<file path="src/rtl/serial_adder.sv">
// Bit-serial adder: one full-adder cell walks the operands LSB first.
// Define SERIAL_ADDER_OVERFLOW_EN to add the signed overflow output.
module serial_adder #(
    parameter int WIDTH = 8
) (
    input  logic             clk_i,
    input  logic             rst_i,
    input  logic             start_i,
    input  logic [WIDTH-1:0] a_i,
    input  logic [WIDTH-1:0] b_i,
    input  logic             carry_in_i,
    output logic             busy_o,
    output logic             done_o,
    output logic [WIDTH-1:0] sum_o,
`ifdef SERIAL_ADDER_OVERFLOW_EN
    output logic             overflow_o,
`endif
    output logic             carry_out_o
);

    localparam int CNT_W = $clog2(WIDTH);
    localparam logic [CNT_W-1:0] LAST = CNT_W'(WIDTH - 1);

    typedef enum logic [1:0] {
        IDLE,
        RUN,
        DONE
    } state_t;

    state_t           state;
    logic [WIDTH-1:0] a_sr;
    logic [WIDTH-1:0] b_sr;
    logic [WIDTH-1:0] work;
    logic [CNT_W-1:0] cnt;
    logic             carry;

    logic             fa_sum;
    logic             fa_carry;
    logic             last_bit;
    logic [WIDTH-1:0] work_next;

    // Single full-adder cell on the low bits and the running carry.
    always_comb begin
        fa_sum    = a_sr[0] ^ b_sr[0] ^ carry;
        fa_carry  = (a_sr[0] & b_sr[0]) | (carry & (a_sr[0] ^ b_sr[0]));
        last_bit  = (cnt == LAST);
        work_next = {fa_sum, work[WIDTH-1:1]};
    end

    // Control FSM plus serial datapath; results only move on RUN->DONE.
    always_ff @(posedge clk_i) begin
        if (rst_i) begin
            state       <= IDLE;
            busy_o      <= 1'b0;
            done_o      <= 1'b0;
            sum_o       <= '0;
            carry_out_o <= 1'b0;
            a_sr        <= '0;
            b_sr        <= '0;
            work        <= '0;
            cnt         <= '0;
            carry       <= 1'b0;
        end else begin
            unique case (state)
                IDLE: begin
                    done_o <= 1'b0;
                    if (start_i) begin
                        a_sr   <= a_i;
                        b_sr   <= b_i;
                        carry  <= carry_in_i;
                        work   <= '0;
                        cnt    <= '0;
                        busy_o <= 1'b1;
                        state  <= RUN;
                    end
                end
                RUN: begin
                    a_sr  <= {1'b0, a_sr[WIDTH-1:1]};
                    b_sr  <= {1'b0, b_sr[WIDTH-1:1]};
                    work  <= work_next;
                    carry <= fa_carry;
                    cnt   <= cnt + 1'b1;
                    if (last_bit) begin
                        sum_o       <= work_next;
                        carry_out_o <= fa_carry;
                        busy_o      <= 1'b0;
                        done_o      <= 1'b1;
                        state       <= DONE;
                    end
                end
                DONE: begin
                    done_o <= 1'b0;
                    state  <= IDLE;
                end
                default: begin
                    busy_o <= 1'b0;
                    done_o <= 1'b0;
                    state  <= IDLE;
                end
            endcase
        end
    end

`ifdef SERIAL_ADDER_OVERFLOW_EN
    // Signed overflow: carry into the MSB differs from carry out of it.
    always_ff @(posedge clk_i) begin
        if (rst_i) begin
            overflow_o <= 1'b0;
        end else if (state == RUN && last_bit) begin
            overflow_o <= carry ^ fa_carry;
        end
    end
`else
    // Without the overflow option no signed-overflow state is kept.
`endif

endmodule

</file>
<file path="config.mk">
export PLATFORM = sky130hd
export DESIGN_NAME = serial_adder
export DESIGN_NICKNAME = d
export VERILOG_FILES = /design/src/rtl/serial_adder.sv
export SDC_FILE = /design/constraint.sdc
export NUM_CORES = 1
export LEC_CHECK = 0
export ABC_AREA = 1
export CORE_MARGIN = 1.5
export CORE_UTILIZATION = 38
export CTS_BUF_LIST = sky130_fd_sc_hd__clkbuf_8 sky130_fd_sc_hd__clkbuf_16
export CTS_CLUSTER_SIZE = 40
export DETAILED_ROUTE_END_ITERATION = 6
export SYNTH_ARGS = -nofsm -noshare
export SYNTH_HDL_FRONTEND = slang
export SYNTH_SLANG_ARGS = --single-unit
export TNS_END_PERCENT = 50
</file>
<file path="constraint.sdc">
create_clock -name clk_i -period 1.3 [get_ports clk_i]
set_input_delay 0.13 -clock clk_i [delete_from_list [all_inputs] [get_ports clk_i]]
set_output_delay 0.13 -clock clk_i [all_outputs]
set_load 0.1 [all_outputs]
</file>
# Word-level counts from Yosys, hierarchy flattened
# Index checks and enable logic that the tools add are counted.
# word_totals
reg_bits,41
latch_bits,0
ramBits,0
mem_bits_ro,0
wordCells,46
memories,0
# op_classes
add_sub_neg,1
n_mul,0
n_div,0
order_cmp,0
eq_ne,5
shift,0
muxes,16
bitwise,7
n_reduce_logical,7
# ops
operator,count
8-bit one-hot mux with 2 select lines,3
8-bit 2-to-1 mux,3
3-bit one-hot mux with 2 select lines,1
2-bit AND reduction,3
2-bit 2-to-1 mux,2
2-bit != test (second input constant),2
2-bit one-hot mux with 2 select lines,1
3-bit by 1-bit adder with 3-bit output (second input constant),1
3-bit equality test (second input constant),1
1-bit 2-to-1 mux,3
3-bit 2-to-1 mux,1
1-bit one-hot mux with 3 select lines,1
3-bit AND reduction,1
1-bit bitwise AND,2
2-bit by 1-bit equality test with 1-bit output (second input constant),1
2-bit equality test (second input constant),1
2-bit logical NOT,1
1-bit inverter,2
1-bit one-hot mux with 2 select lines,1
2-bit nonzero test,1
2-bit OR reduction,1
1-bit XOR,2
1-bit bitwise OR,1

# Depth between registers and ports, before layout
# logic_depth
depth_word,4
depth_mapped,7
depth_no_buf,6

# Worst setup path after synthesis
# No wires, ideal clock.
# synth_path
kind,register to register
startpoint,register sum_o[0] (netlist name)
endpoint,register sum_o[0]
arrival_time_ns,1.214
setup_slack_ns,0.022
stages_incl_launch_ff,5
period_less_slack_ns,1.278
cell_sequence,dfxtp_1 inv_1 nand2_1 nand2_1 nor2_1
# synth_lines
item,line_no,text
"end signal, assigned",84,sum_o <= work_next;
"end, declared",14,"output logic [WIDTH-1:0] sum_o,"

# Final worst setup path
# layout_path
startpoint,register cnt[0]
endpoint,register sum_o[2]
# layout_via
elab_chain_len,2
# layout_rtl
item,line_no,text
"start, declared",34,logic [CNT_W-1:0] cnt;
"start signal, assigned",82,cnt <= cnt + 1'b1;
3-bit equality test,46,last_bit = (cnt == LAST);
2-bit AND reduction (no source line),-,
# Every way passes these cells.
# A chain may end at the register's enable or synchronous reset.

==> results.cfg <==
[hold_path]
hp-start = b_i[7]
hp-class = in -> reg

[synthesis]
syn_nets = 294
ys_ff_latch = 40
synth_cell_types = 19
synthDominantCellAreaShare = 0.455
synth_area_sq_um = 1760
ys_seq_area_frac = 0.455
synth.avg_cell_area_sq_um = 6.50
netlist.top_cell.by_area = dfxtp_1
yosysWarningCount = 0
syn_inst = 271
synth.area.top_cells = dfxtp_1 (45%), nand2_1 (22%), nor2_1 (13%), inv_1 (5.3%), a21oi_1 (3.1%)

[sta]
fin_skew_ns = 0.00444
period_needed_ns = 1.21
setup_viol = 0
rsz0062_at_grt = no
final-hold-violation-count = 0
period_share = 0.933
drv_slew = 0
fmax_ghz = 0.824
timing.hold.ws_ns = 0.434
worst_slew_pin_slew_ns = 0.263
slew_headroom = 0.824

[routing]
ant_nets = 0
vias = 1565
firstDrtPassIters = 4
wirelength_mm = 3.43
post_drt_wl_per_cell_microns = 9.49
drc = 0
initialDrtViolationCount = 76
via_per_inst = 4.34

[setup_path]
cpMaxStageDelayCell = dfxtp_2
worst_setup_path_end_kind = flip-flop
cp_num_buf_inv = 1
startpoint = cnt[0]
max_stage_delay_ns = 0.33
cp_max_fo = 14
crit_chain = ha_1 -> ha_1 -> nand2_2 -> buf_12 -> nand2_1 -> nand2_1 -> nor2_1
path_delay_family = adder cells
required_ns = 1.49
start_kind = flip-flop
crit_arrival_ns = 1.40
regToRegStartpoint = cnt[0]
setup.worst_path.class = reg -> reg

[pwr]
power.leakage_nw = 1.14
power.density_nw_per_um2 = 1070
report.power.total_mw = 2.57
ir_drop_mv = 0.703

[clock_tree]
clk-insertion-delay-late_ns = 0.29
clkSinkCount = 40
cts_setup_buffers = 0
cts_hold_buf = 0
clk_pin_slew_ns = 0.08
clk_path_buf_depth = 2
cts_tree = done
cts_max_level = 2
numCtsBuffers = 5
root_buffer = clkbuf_8

[finish]
final_nets = 331
design_area_sq_um = 2410
drive_above_1_share = 0.120
n_antenna_cell = 0
area_growth_pct = 36.6

[floorplan]
core_area_sq_um = 4410
start_util = 0.399
die_y_microns = 71.1
die_area_sq_um = 5050
die_w_microns = 71.1
num_io_pins = 31
rows = 24

[global_route]
grt_max_degree = 33
antenna_found_initial = 0
grt_overflow_total = 0
grt_pass1_vias = 1383
grt_pass1_wl_mm = 5.97
grt_usage = 0.150

[place]
place.gp.congestion = 0.743
dpl_cell_area_sq_um = 2310
hpwl_mm = 2.30
portBuffers = 30

[run_status]
outcome = complete, no violations

[flow_run]
drv_cap = 0
## worst paths after layout
check / to / slack (ns) / cells after the start
worst min-delay path: b_sr[7] / 0.43 / 3
worst min register to register: cnt[1] / 0.47 / 2
worst max-delay path: sum_o[2] / 0.09 / 7
worst max register to register: sum_o[2] / 0.09 / 7
## cells in the mapped netlist, drive strengths merged
cell    number
a21oi       11
buf          7
clkbuf       4
clkinv       1
dfxtp       40
fa           1
ha           2
inv         26
nand2      103
nand3        6
nor2        65
nor3         1
o21a         1
o21ai        3
## per-stage QoR
stage,util,setup WS [ns],setup TNS [ns],cells
after global placement,0.524,0.0123,0,353
after CTS,0.545,0.0511,0,361
after floorplan,-,0.0225,0,271
after detailed placement,0.524,-0.00169,-0.00249,353
after global routing,0.545,0.00121,0,361
final,0.545,0.0866,0,361
## tightest hold or removal path: cells and delay by family
family,cells,cell delay [ns]
AO/OA/AOI/OAI,1,0.06
AND/OR/NAND/NOR,1,0.08
buffers and inverters,1,0.40
## cell families after synthesis
logic type | count (synthesis) | synth area share
flops | 40 | 0.455
fa+ha+maj | 3 | 0.0256
buf+inv | 38 | 0.0902
compound gates | 15 | 0.0462
simple gates | 175 | 0.384
## state kept, by name (all words and copies together), names as in the netlist
name         cells
state            2
carry_out_o      1
carry            1
work             7
busy_o           1
b_sr             8
a_sr             8
sum_o            8
done_o           1
cnt              3
## placed cells by master, fill, tap and decap left out
cell type / synthesis / layout
clkinv_1: 1 / 1
o21ai_2: 1 / 1
nor3_1: 1 / 1
buf_4: 3 / 7
buf_12: 0 / 15
nor2_2: 2 / 2
clkbuf_8: 0 / 6
a21oi_1: 11 / 11
dfxtp_1: 40 / 39
dfxtp_2: 0 / 1
o21ai_1: 0 / 1
clkdlybuf4s50_1: 0 / 19
inv_1: 25 / 25
o21a_1: 1 / 1
fa_1: 1 / 1
clkinv_2: 0 / 2
inv_2: 1 / 1
nand2_2: 2 / 2
nand2_1: 101 / 101
ha_1: 2 / 2
nand3_1: 6 / 6
nor2_1: 63 / 63
o21ai_0: 2 / 1
## report_power, final
| part | internal, mW | switching, mW | leakage, nW | total, mW |
|---|---|---|---|---|
| Clock | 0.424 | 0.428 | 0.0510 | 0.852 |
| Combinational | 0.185 | 0.219 | 0.765 | 0.404 |
| Sequential | 1.28 | 0.0289 | 0.328 | 1.31 |
| Total | 1.89 | 0.676 | 1.14 | 2.57 |
## metal layers
metal / global-route usage / vias to the layer above / wire length (microns)
met2: 0.256 / 27 / 1620
met4: 0.0692 / 0 / 65
li1: - / 877 / -
met3: 0.0342 / 7 / 118
met5: 0 / - / 0
met1: 0.178 / 654 / 1620
## cell type report
| cell class | instances | area, sq um |
|---|---|---|
| clock buffers | 6 | 82.6 |
| clock inverters | 2 | 10.0 |
| fillers | 430 | 2010 |
| inverters | 27 | 101 |
| multi-input cells | 193 | 802 |
| flip-flops and latches | 40 | 802 |
| well taps | 52 | 65.1 |
| repair buffers | 41 | 543 |
## what timing repair did
| item | in CTS | in global routing |
|---|---|---|
| hold endpoints to repair | 0 | 0 |
| resized for setup | 0 | 2 |
| setup endpoints to repair | 0 | 2 |
(Power assumes the default switching activity.)
